[src/rtl/cmp_pkg.sv]
// Shared types and constants for the serial magnitude comparator.
package cmp_pkg;

    typedef enum logic {
        IDLE = 1'b0,
        RUN  = 1'b1
    } state_t;

    localparam int SLICE_W = 2;

    // Result encoding, ordered as {e, g, l}
    localparam logic [2:0] RES_NONE = 3'b000;
    localparam logic [2:0] RES_EQ   = 3'b100;
    localparam logic [2:0] RES_GT   = 3'b010;
    localparam logic [2:0] RES_LT   = 3'b001;

endpackage

[src/rtl/slice_cmp2.sv]
// Combinational unsigned compare of two 2-bit slices.
module slice_cmp2 (
    input  logic [1:0] a,
    input  logic [1:0] b,
    output logic       eq,
    output logic       gt,
    output logic       lt
);

    assign eq = (a == b);
    assign gt = (a > b);
    assign lt = (a < b);

endmodule

[src/rtl/serial_mag_comparator.sv]
// MSB-first multi-cycle magnitude compare, two bits per clock, early exit
// on the first unequal slice.
module serial_mag_comparator
    import cmp_pkg::*;
#(
    parameter int WIDTH = 8
) (
    input  logic             clk,
    input  logic             rst,
    input  logic             start,
    input  logic [WIDTH-1:0] a,
    input  logic [WIDTH-1:0] b,
    output logic             busy,
    output logic             done,
    output logic             e,
    output logic             g,
    output logic             l
);

    localparam int NSLICE = WIDTH / SLICE_W;
    localparam int CW     = (NSLICE > 1) ? $clog2(NSLICE) : 1;

    state_t           state_q, state_d;
    logic [CW-1:0]    idx_q, idx_d;
    logic [WIDTH-1:0] a_q, a_d, b_q, b_d;
    logic             busy_q, busy_d;
    logic             done_q, done_d;
    logic [2:0]       res_q, res_d;

    logic [SLICE_W-1:0] sl_a, sl_b;
    logic               sl_eq, sl_gt, sl_lt;
    logic               decided;

    assign sl_a = a_q[idx_q*SLICE_W +: SLICE_W];
    assign sl_b = b_q[idx_q*SLICE_W +: SLICE_W];

    slice_cmp2 u_slice (
        .a  (sl_a),
        .b  (sl_b),
        .eq (sl_eq),
        .gt (sl_gt),
        .lt (sl_lt)
    );

    // The scan ends on any unequal slice, or on an equal bottom slice
    assign decided = sl_gt | sl_lt | (sl_eq & (idx_q == '0));

    always_ff @(posedge clk or posedge rst) begin
        if (rst) begin
            state_q <= IDLE;
        end else begin
            state_q <= state_d;
        end
    end

    always_comb begin
        state_d = state_q;
        case (state_q)
            IDLE:    if (start)   state_d = RUN;
            RUN:     if (decided) state_d = IDLE;
            default:              state_d = IDLE;
        endcase
    end

    always_comb begin
        idx_d  = idx_q;
        a_d    = a_q;
        b_d    = b_q;
        busy_d = busy_q;
        done_d = 1'b0;
        res_d  = res_q;
        case (state_q)
            IDLE: begin
                if (start) begin
                    a_d    = a;
                    b_d    = b;
                    idx_d  = CW'(NSLICE - 1);
                    res_d  = RES_NONE;
                    busy_d = 1'b1;
                end
            end
            RUN: begin
                if (decided) begin
                    busy_d = 1'b0;
                    done_d = 1'b1;
                    res_d  = sl_gt ? RES_GT : (sl_lt ? RES_LT : RES_EQ);
                end else begin
                    idx_d = idx_q - CW'(1);
                end
            end
            default: begin
                busy_d = 1'b0;
            end
        endcase
    end

    always_ff @(posedge clk or posedge rst) begin
        if (rst) begin
            idx_q  <= '0;
            a_q    <= '0;
            b_q    <= '0;
            busy_q <= 1'b0;
            done_q <= 1'b0;
            res_q  <= RES_NONE;
        end else begin
            idx_q  <= idx_d;
            a_q    <= a_d;
            b_q    <= b_d;
            busy_q <= busy_d;
            done_q <= done_d;
            res_q  <= res_d;
        end
    end

    assign busy = busy_q;
    assign done = done_q;
    assign e    = res_q[2];
    assign g    = res_q[1];
    assign l    = res_q[0];

endmodule

[config.mk]
export PLATFORM = sky130hd
export DESIGN_NAME = serial_mag_comparator
export DESIGN_NICKNAME = d
export VERILOG_FILES = /design/src/rtl/cmp_pkg.sv /design/src/rtl/slice_cmp2.sv /design/src/rtl/serial_mag_comparator.sv
export SDC_FILE = /design/constraint.sdc
export NUM_CORES = 1
export LEC_CHECK = 0
export BUFFER_PORTS_ARGS = -buffer_cell sky130_fd_sc_hd__buf_2
export CORE_MARGIN = 2
export CORE_UTILIZATION = 28
export CTS_CLUSTER_DIAMETER = 40
export DETAILED_ROUTE_END_ITERATION = 12
export PLACE_DENSITY = 0.5
export SKIP_LAST_GASP = 1
export SLEW_MARGIN = 10
export SYNTH_ARGS = -nofsm -noshare
export SYNTH_HDL_FRONTEND = slang
export SYNTH_SLANG_ARGS = --single-unit
[constraint.sdc]
create_clock -name clk -period 3.6 [get_ports clk]
set_clock_uncertainty 0.05 [all_clocks]
set_input_delay 0.54 -clock clk [delete_from_list [all_inputs] [get_ports clk]]
set_output_delay 0.54 -clock clk [all_outputs]
set_load 0.005 [all_outputs]
==> metrics <==
status=completed; cell leakage power=0.658 nW; Reg-to-Reg Start=idx_q[0]; Detailed Route Iter0 Violations=14; DR vias/cell=4.57; Hold-fix buffers, CTS=0; first-pass GRT wire length=3420 um; layout cells sized above 1=49.1%; Top delay family on crit path=multiplexers; total wire length=1950 um; cts bufs inserted=3; grt ovf=0; Slew headroom=31.0%; die height=68.7 um; routed length per placed instance=12.5 um; Port Buffers=23; clock sink total=24; Setup crit end kind=flop; reg2reg setup slack=1.41 ns; placed inst area=0.00132 mm2; r2r worst-path depth=5; Placed Cells=152; HPWL after DPL=1500 um; post-CTS setup buffers=0; Crit Path Category=reg -> reg; Final period util=60.8%; Yosys Warn Count=0; Die Area=0.00473 mm2; Pins Over Slew Limit=0; crit path launch=idx_q[0]; worst-path maximum fanout=7; via count=713; post-route DRC violation count=0; gpl congestion=0.741; Syn Nets=104; CTS tree=done; final core utilization=34.4%; FF/Latch Area=601 um2; Critical Path Stages=5; fill cell count=418; Initial Util=29.1%; CTS H-tree lvls=1; RR Endpoint=idx_q[0]; clock slew at reported path FFs=0.08 ns; Synth cell types=26; root buffer cell=clkbuf_8; fin cells=156; fmax=457 MHz; CP peak stage delay=0.54 ns; Clock Path Buffers=2; Critical Path AT=2.33 ns; Syn Std Cell Area=0.00117 mm2; register area share after synthesis=51.2%; Clk Latency, worst-skew pair=0.26 ns; post-route antenna net violation count=0; Diodes inserted=0; Data required, critical path=3.74 ns; minimum clock period after layout=2.19 ns; Finished Cell Area=0.00139 mm2; area of the multi-input gates=510 um2; worst setup path endpoint=idx_q[0]; Die Width=68.7 um; overall power=1.17 mW; post-cts sizing count=0; vias in the first global route=769; I/O Pins=24; crit path cell chain=mux4_2 -> ha_1 -> nand2_1 -> nor4_4 -> mux2i_1; Final setup viols=0; CORE AREA=0.00403 mm2; Fin. Hold Viols=0; cell count after synthesis=82; Setup crit start kind=flop; RSZ-0062 raised after global routing=false; synthesized area per cell=14.3 um2; FF+latch count, synth=24; MaxCap Viol Count=0; First-pass DRT Iterations=4; Area growth syn-to-layout=18.1%; # nets final=129; Peak VDD IR=0.264 mV; overall routing resource usage=9.94%; largest net degree at the start of global routing=25; Rows=23; Pwr Density=841 mW/mm2; worst slew pin tran=1.03 ns; slowest CP cell=mux4_2; Setup TNS=0 ns; min-delay worst type=in -> async; initial antenna violation count=0; worst path bufs/invs=0
## kinds of logic after synthesis
family	Yosys count	synth area share, %
flops	24	51.2
mux	22	27.0
simple gates	17	8.74
buf+inv	10	5.33
compound gates	6	4.58
fa+ha+maj	3	3.20
## routing by layer
metal	routed length, um	track usage (%)
met5	0	0
met4	39	4.41
met3	90	2.60
met2	1000	17.8
met1	814	11.0
## metrics by stage
step / hold WS, ns / setup WS (ns)
final: 0.403 / 1.41
after global routing: 0.434 / 1.26
after CTS: 0.436 / 1.38
after detailed placement: 0.442 / 1.40
after global placement: 0.433 / 1.44
after floorplan: 0.425 / 1.58
## layout make-up
class                   instances  share of cell area, %
clock buffers                   3                   2.98
clock inverters                 1                   2.17
inverters                       7                   1.90
multi-input cells              48                   36.8
flip-flops and latches         24                   43.3
well taps                      50                   4.51
repair buffers                 23                   8.30
## Yosys cell counts
| cell type | count | area share [%] |
|---|---|---|
| nor4_4 | 1 | 1.8 |
| mux2i_1 | 2 | 1.7 |
| mux2_2 | 9 | 8.6 |
| inv_2 | 1 | 0.32 |
| a32o_1 | 1 | 0.85 |
| mux4_2 | 4 | 7.7 |
| a211oi_1 | 1 | 0.64 |
| ha_1 | 3 | 3.2 |
| or2_1 | 1 | 0.53 |
| buf_12 | 1 | 1.7 |
| nor2b_2 | 1 | 0.75 |
| o2bb2ai_1 | 1 | 0.75 |
| inv_1 | 6 | 1.9 |
| a211o_2 | 1 | 0.85 |
| nand2b_1 | 2 | 1.1 |
| mux2_4 | 7 | 9.0 |
| nand2_1 | 3 | 0.96 |
| nor3_1 | 1 | 0.43 |
| buf_2 | 1 | 0.43 |
| dfrtp_1 | 24 | 51 |
| buf_6 | 1 | 0.96 |
| nor2_1 | 5 | 1.6 |
| a31o_2 | 1 | 0.75 |
| o2111ai_1 | 1 | 0.75 |
| and2_1 | 2 | 1.1 |
| nor2b_1 | 1 | 0.53 |
## where the power goes
group	internal, mW	total, mW	switching, mW
logic	0.276	0.474	0.198
clock network	0.149	0.231	0.0827
registers	0.384	0.460	0.0760
total	0.809	1.17	0.357
## registers in the layout, indices dropped and copies added, names as in the netlist
signal	cells
a_q	8
b_q	8
res_q	3
idx_q	2
busy	1
done	1
state_q	1
## worst reg2reg max path: cells and delay by family, from the launching register on
kind                     cells  cell delay, ns
adder cells (fa/ha/maj)      1            0.32
flip-flops                   1            0.53
multiplexers                 2            0.76
AND/OR/NAND/NOR              2            0.44
## how the worst min path moves through the flow
stage / start / endpoint / cells after the start
floorplan: a_q[4] / a_q[4] / 1
global placement: res_q[2] / res_q[2] / 2
detailed placement: res_q[1] / res_q[1] / 1
CTS: rst / res_q[2] / 2
global route: b[5] / b_q[5] / 2
finish: rst / state_q / 2
## placed cells by master (no fill, tap or decap), drive strengths merged
master,instances
or2,1
bufinv,1
buf,23
nor2b,2
mux2,16
a211o,1
inv,7
o2111ai,1
nor2,5
a32o,1
clkbuf,3
ha,3
a211oi,1
nand2b,2
dfrtp,24
a31o,1
nor3,1
nor4,1
mux2i,2
and2,2
nand2,3
mux4,4
o2bb2ai,1
No activity file was read; power rests on OpenSTA's default activity.
